===== src/rtl/pulse_bank.sv =====
// pulse_bank: C-channel phase-accumulator pulse generator with shadowed, wrap-committed freq/duty.
// Optional PULSE_BANK_SYNC_EN adds a global `sync` phase restart port.

module pulse_ch #(
    parameter int N = 32,
    parameter int M = 16
) (
    input  logic         clk,
    input  logic         rst_n,
    input  logic         en,
    input  logic         wr,
    input  logic [1:0]   wr_sel,
    input  logic [N-1:0] wr_data,
`ifdef PULSE_BANK_SYNC_EN
    input  logic         sync,
`endif
    output logic [M-1:0] value,
    output logic         wrap
);
    localparam logic [M-1:0] HI = {1'b0, {(M-1){1'b1}}};
    localparam logic [M-1:0] LO = {1'b1, {(M-2){1'b0}}, 1'b1};

    logic [N-1:0] sh_freq, sh_duty, sh_off;
    logic [N-1:0] act_freq, act_duty;
    logic [N-1:0] phase;
    logic         pending;
    logic [N:0]   sum;
    logic         restart, commit, wr_pend;

`ifdef PULSE_BANK_SYNC_EN
    assign restart = sync;
`else
    assign restart = 1'b0;
`endif

    assign sum     = {1'b0, phase} + {1'b0, act_freq};
    assign wr_pend = wr && !wr_sel[1];
    // Shadow equals active whenever pending is clear, so a disabled channel may copy unconditionally.
    assign commit  = !en || (pending && (restart || sum[N]));

    always_ff @(posedge clk) begin
        if (!rst_n) begin
            sh_freq  <= '0;
            sh_duty  <= '0;
            sh_off   <= '0;
            act_freq <= '0;
            act_duty <= '0;
            phase    <= '0;
            pending  <= 1'b0;
            value    <= '0;
            wrap     <= 1'b0;
        end else begin
            if (wr) begin
                case (wr_sel)
                    2'd0:    sh_freq <= wr_data;
                    2'd1:    sh_duty <= wr_data;
                    2'd2:    sh_off  <= wr_data;
                    default: ;
                endcase
            end
            // Commit reads pre-write shadow; a same-cycle write keeps pending for the next wrap.
            if (commit) begin
                act_freq <= sh_freq;
                act_duty <= sh_duty;
            end
            pending <= wr_pend || (pending && !commit);
            phase   <= (!en || restart) ? sh_off : sum[N-1:0];
            wrap    <= en && !restart && sum[N];
            value   <= !en ? '0 : ((phase < act_duty) ? HI : LO);
        end
    end
endmodule

module pulse_bank #(
    parameter int C = 4,
    parameter int N = 32,
    parameter int M = 16,
    localparam int CW = (C > 1) ? $clog2(C) : 1
) (
    input  logic           clk,
    input  logic           rst_n,
    input  logic [C-1:0]   en,
    input  logic           wr_en,
    input  logic [CW-1:0]  wr_ch,
    input  logic [1:0]     wr_sel,
    input  logic [N-1:0]   wr_data,
`ifdef PULSE_BANK_SYNC_EN
    input  logic           sync,
`endif
    output logic [C*M-1:0] value,
    output logic [C-1:0]   wrap
);
    logic [C-1:0][M-1:0] val_lane;

    assign value = val_lane;

    // Out-of-range wr_ch matches no lane, so such writes fall away.
    for (genvar c = 0; c < C; c++) begin : g_ch
        pulse_ch #(.N(N), .M(M)) u_ch (
            .clk     (clk),
            .rst_n   (rst_n),
            .en      (en[c]),
            .wr      (wr_en && (wr_ch == CW'(c))),
            .wr_sel  (wr_sel),
            .wr_data (wr_data),
`ifdef PULSE_BANK_SYNC_EN
            .sync    (sync),
`endif
            .value   (val_lane[c]),
            .wrap    (wrap[c])
        );
    end
endmodule


===== config.mk =====
export PLATFORM = sky130hd
export DESIGN_NAME = pulse_bank
export DESIGN_NICKNAME = d
export VERILOG_FILES = /design/src/rtl/pulse_bank.sv
export SDC_FILE = /design/constraint.sdc
export NUM_CORES = 2
export LEC_CHECK = 0
export CAP_MARGIN = 10
export CORE_MARGIN = 1.5
export CORE_UTILIZATION = 25
export CTS_CLUSTER_DIAMETER = 60
export DETAILED_ROUTE_END_ITERATION = 8
export REMOVE_ABC_BUFFERS = 1
export SETUP_SLACK_MARGIN = 0.3
export SYNTH_ARGS = -nofsm -noshare
export SYNTH_HDL_FRONTEND = slang
export SYNTH_SLANG_ARGS = --single-unit
export TNS_END_PERCENT = 10

===== constraint.sdc =====
create_clock -name clk -period 3.4 [get_ports clk]
set_input_delay 0.68 -clock clk [delete_from_list [all_inputs] [get_ports clk]]
set_output_delay 0.68 -clock clk [all_outputs]
set_load 0.01 [all_outputs]

==> metrics.txt <==
Synth top area share=40.72%; CTS buffer count=79; DRT iter0 DRCs=2310; Via-to-Cell Ratio=4.843; Antenna diodes=0; clock buffer depth=3; Max VDD drop=0.0002948 V; dpl cells=6706; post-synth top area cell=dfxtp_1; # hold bufs at CTS=0; largest net degree at the start of global routing=137; Clock Skew=24.41 ps; static leakage=16.37 nW; Post-synth EDFFs=0; Power Total=19.66 mW; initial antenna violation count=6; share of layout cells above drive strength 1=6.598%; top post-synthesis cells by area=dfxtp_1 41%, nand2_1 9.8%, ha_1 8.1%; gpl congestion=0.8915; max cap viols=0; Die Y=396.6 µm; Hold WC Path Type=input pin to flip-flop; Residual DRC=0; RSZ-0062 raised after global routing=yes; # fillers=16360; NumNets Final=5060; ys async rst share=0%; DIE WIDTH=396.6 µm; CTS tree=done; worst-margin pin slew=1226 ps; sequential share of the synthesized area=40.72%; synthesized area=38740 µm²; Area Growth Syn to Fin=15.06%; H-tree levels=3; f_max=315.6 MHz; startpoint types=flip-flop; final cell count without fillers=6864; CP Cell Sequence=ha_4, inv_2, fa_2, nand2b_4, a21oi_4, o2111a_2, o2111ai_4, a2111oi_4, o21ai_2, a221oi_4, buf_6, buf_12, clkbuf_16, nand3_1, o31ai_1; Final setup viols=0; Critical Path RT=3970 ps; Design Area, Final=44570 µm²; Total GRT Usage=14.10%; kind of cell adding the most delay to the critical path=compound AO/OA/AOI/OAI gates; Pwr Density=441.0 nW/µm²; worst slack, placed=145.6 ps; post-synthesis cell count=4854; post-synthesis register bit count=788; number of global-route vias before repair=31530; worst path buffer plus inverter count=4; Slowest cell on crit path=fa_2; fin crit share=93.18%; Pre-Repair DR Iteration Count=5; CTS clk-pin slew, worst paths=60 ps; Worst path max stage delay=390 ps; global route overflow=0; Mapped Avg Cell Area=7.981 µm²; Post-DRT Antenna Nets=0; final worst slack=231.7 ps; port bufs=110; top_reg_cell synth=dfxtp_1; relative slew slack=16.14%; FF+latch area=15780 µm²; Final min period=3168 ps; core footprint=154000 µm²; Netlist cell types=78; Slew Viols, Final=0; post-DP HPWL=72160 µm; CTS sink cnt=788; CP Capture Type=flip-flop; CP arrival=3740 ps; die area=157300 µm²; Initial Util=25.15%; Root Buffer=clkbuf_16; Clock Latency Late Sink=670 ps; Yosys warnings=0; Top Ports=111; Wirelength per Cell=16.79 µm; DRT Wirelength=115200 µm; placement row count=144; worst-path fanout max=5; area post-placement=41650 µm²; first-pass GRT wire length=178900 µm; Vias=33240; Final Hold Fails=0; hold_ws=411.8 ps; WS Path Type=flip-flop to flip-flop; area of the multi-input gates=20600 µm²; outcome=finished, final reports clean
==> final timing paths <==
| check | start | end | slack, ps | depth (start not counted) |
|---|---|---|---|---|
| worst max-delay path | g_ch[0].u_ch.act_freq[0] | g_ch[0].u_ch.act_duty[24] | 230 | 15 |
| worst min-delay path | en[1] | g_ch[1].u_ch.act_duty[3] | 410 | 3 |
| worst max register to register | g_ch[0].u_ch.act_freq[0] | g_ch[0].u_ch.act_duty[24] | 230 | 15 |
| worst min register to register | g_ch[3].u_ch.sh_off[30] | g_ch[3].u_ch.sh_off[30] | 450 | 2 |
==> placed cells by master, fill, tap and decap left out, types with 13 or more instances in the layout <==
cell type	instances
buf_12	14
ha_1	251
nand4_1	102
nor3b_1	66
nand2_1	1011
clkbuf_1	18
o21ai_0	223
o21a_1	14
or3_1	15
a21o_1	104
o211ai_1	81
clkbuf_16	88
xnor2_1	68
o31ai_1	44
buf_4	110
nor2b_1	25
inv_1	165
clkbuf_8	13
a22o_1	33
a21oi_1	536
clkdlybuf4s50_1	105
mux2i_1	75
nand2b_1	31
nand3_1	265
and3_1	15
nor2_1	184
dfxtp_1	785
a31oi_1	84
a211oi_1	35
xor2_1	38
==> repair_timing <==
item	in CTS	in global routing
gates resized for setup	10	18
setup endpoints to repair	112	251
setup buffers	6	3
pin swaps	7	8
cloned	3	6
==> synth_stat cells, drive strengths merged, types with 35 or more instances <==
master,n
a211oi,35
a21o,104
a21oi,538
a31oi,85
buf,118
clkbuf,301
dfxtp,788
ha,252
inv,167
mux2i,75
nand2,1011
nand3,270
nand4,102
nor2,191
nor3b,66
o211ai,81
o21ai,237
o31ai,45
xnor2,68
xor2,38
==> power by group <==
| group | leakage, nW | switching [mW] | internal [mW] |
|---|---|---|---|
| Clock | 1.25 | 3.87 | 4.95 |
| Combinational | 8.76 | 0.953 | 0.470 |
| Sequential | 6.36 | 0.0759 | 9.34 |
| Total | 16.4 | 4.90 | 14.8 |
==> worst min-delay path, stage by stage <==
cell and delay, ps:
buf_6 150, nand4_1 100, o211ai_1 80
==> kinds of logic (layout without fill, tap and decap cells) <==
| logic type | count (synthesis) | after routing | synth area share (%) |
|---|---|---|---|
| xor+xnor | 106 | 106 | 2.397 |
| mux | 75 | 75 | 1.938 |
| fa+ha+maj | 256 | 256 | 8.346 |
| buf+inv | 588 | 553 | 6.531 |
| compound gates | 1252 | 1253 | 19.55 |
| flops | 788 | 788 | 40.72 |
| simple gates | 1789 | 1789 | 20.52 |
==> routing by layer <==
metal / GRT usage (%) / vias to the layer above / part of all wire, %
met1: 18.56 / 15740 / 46
met5: 0 / - / 0.044
met2: 23.44 / 731 / 46
li1: - / 16590 / -
met3: 1.784 / 170 / 4.7
met4: 5.275 / 8 / 3.4
==> sequential cells by signal (all words and copies together) (netlist names) <==
signal	count
g_ch.u_ch.act_duty	128
g_ch.u_ch.act_freq	128
g_ch.u_ch.pending	4
g_ch.u_ch.phase	128
g_ch.u_ch.sh_duty	128
g_ch.u_ch.sh_freq	128
g_ch.u_ch.sh_off	128
g_ch.u_ch.value	12
g_ch.u_ch.wrap	4
==> metrics by stage <==
step	utilization, %	setup TNS [ps]
floorplan	-	-4541860
global placement	27.04	0
detailed placement	27.04	0
CTS	28.79	0
global route	28.94	0
finish	28.94	0
==> area by class of cell <==
cell class | count | share of cell area, %
Inverter | 169 | 1.440
Clock buffer | 113 | 5.156
Sequential cell | 788 | 35.40
Multi-Input combinational cell | 3479 | 46.21
Clock inverter | 27 | 0.5754
Timing Repair Buffer | 244 | 5.479
Tap cell | 2044 | 5.738
Power figures use the tool's default switching activity.
==> patch (same flow settings) <==
Add a define of `PULSE_BANK_SYNC_EN`.
--- a/src/rtl/pulse_bank.sv
+++ b/src/rtl/pulse_bank.sv
@@ -2,2 +2,4 @@
 // Optional PULSE_BANK_SYNC_EN adds a global `sync` phase restart port.
+
+`define PULSE_BANK_SYNC_EN
 
Interface: changed (added sync); port bits go from 111 to 112. No check against the original RTL was run, so the function may have changed too.
==> patch against the original RTL <==
Sequential power about the same. Total power grew 6.9%. Critical endpoint is now g_ch[3].u_ch.act_duty[15]. Cell area decreased by 0.42%. Sequential cell count did not move. Routed wire length fell by 0.65%. Setup slack improved by 0.11 ns. Combinational power is 4% higher. Area after synthesis is 2.5% lower.
==> patch: results (changes against the original RTL) <==
stage	metric	value	unit	change
status	status	finished, final reports clean		
detailed_routing	dr_wl_met3	5.12	mm	-4.8%
detailed_routing	drtIter0Drc	2444		+5.8%
place	dp_cells	6618		-1.3%
place	detailedPlace.worstSlack	0.166	ns	+0.0208 ns
power	power.density	473	nW/um2	+7.3%
final_layout	fill_cells	15900		-2.5%
place	port_buffers	111		+0.91%
place	place_hpwl	73.4	mm	+1.7%
setup_path	slowest_delay	0.36	ns	-0.03 ns
detailed_routing	highest_layer	met4		
detailed_routing	drt-met1-wl	53.8	mm	+1.5%
power	swShare	24.9	%	about the same
hold_path	hold_path_class	flop to flop		
grt	grtUsageMet2	23.4	%	about the same
setup_path	critPathArrivalTime	3.61	ns	-0.13 ns
grt	use_met3	1.74	%	-0.048 points
grt	grt_use_met1	19.4	%	+0.81 points
final_layout	fin_nets	5023		-0.73%
final_layout	final_cells	6815		-0.71%
final_layout	final_layout_size_suffix_gt1_share	7.84	%	+1.2 points
yosys	netlist_instances	4762		-1.9%
power	leakage	0.0164	uW	about the same
grt	antenna_found_initial	2		-4
yosys	muxShareOfSynthArea	1.86	%	-0.082 points
timing	fin_skew	0.0534	ns	+0.0290 ns
timing	tightest_slew	1.02	ns	-0.205 ns
detailed_routing	via_per_inst	4.79		-1.1%
grt	grt.total_usage	14.2	%	+0.14 points
yosys	synthTopCellsByCount	nand2_1 (1251), dfxtp_1 (788), a21oi_1 (621)		
yosys	synth_area_leaders	dfxtp_1 (42%), nand2_1 (12%), ha_1 (8.4%)		
detailed_routing	wl_met2	52.9	mm	about the same
grt	grt_max_degree	123		-10%
yosys	synth_compound_area_share	18.7	%	-0.81 points
yosys	synth.distinct_cells	84		+7.7%
clock_network	cts-buffers-inserted	91		+15%
power	peakVddDrop	0.327	mV	+11%
yosys	synthXorXnorAreaFrac	2.06	%	-0.33 points
grt	grt_pass1_vias	30900		-1.9%
yosys	yosys.area_share.adder	8.56	%	+0.22 points
clock_network	clk_latency	0.69	ns	+0.02 ns
grt	grt_pass1_wl	175	mm	-2.2%
place	place_congestion	0.860		-3.6%
detailed_routing	wl	114	mm	-0.65%
place	place_area	40700	um2	-2.3%
-- patch: repair_timing --
| item | in CTS | in global routing |
|---|---|---|
| setup buffers | 2 | 17 |
| pin swaps | 0 | 18 |
| gates cloned | 0 | 9 |
| setup endpoints to repair | 145 | 282 |
| hold buffers | 0 | 0 |
| resized for setup | 0 | 41 |
-- patch: path summary, 6_finish.rpt --
path                            slack, ns                     from  depth (start not counted)                   endpoint
worst max-delay path                 0.34    g_ch[3].u_ch.phase[0]                         13  g_ch[3].u_ch.act_duty[15]
worst min-delay path                 0.43  g_ch[3].u_ch.sh_off[18]                          2     g_ch[3].u_ch.phase[18]
worst max register to register       0.34    g_ch[3].u_ch.phase[0]                         13  g_ch[3].u_ch.act_duty[15]
worst min register to register       0.43  g_ch[3].u_ch.sh_off[18]                          2     g_ch[3].u_ch.phase[18]
-- patch: worst max-delay path: cells and delay by family, from the launching register on --
family | cells | cell delay [ns]
flip-flops | 1 | 0.31
AND/OR/NAND/NOR | 2 | 0.29
AO/OA/AOI/OAI | 6 | 1.22
adder cells (fa/ha/maj) | 2 | 0.58
buffers and inverters | 3 | 0.54
-- patch: power groups by stage --
stage / clock (uW) / sequential (uW) / combinational (uW)
CTS: 10300 / 9400 / 1400
global placement: 0 / 9600 / 1380
floorplan: 0 / 9630 / 518
detailed placement: 0 / 9600 / 1390
global route: 10700 / 9410 / 1570
finish: 10100 / 9400 / 1470
-- patch: layout make-up --
class	count	area share, %
Inverter	159	1.36
Timing Repair Buffer	260	6.09
Clock inverter	38	1.10
Multi-Input combinational cell	3423	44.3
Clock buffer	130	5.96
Sequential cell	788	35.5
Antenna cell	1	0.00564
Tap cell	2016	5.68
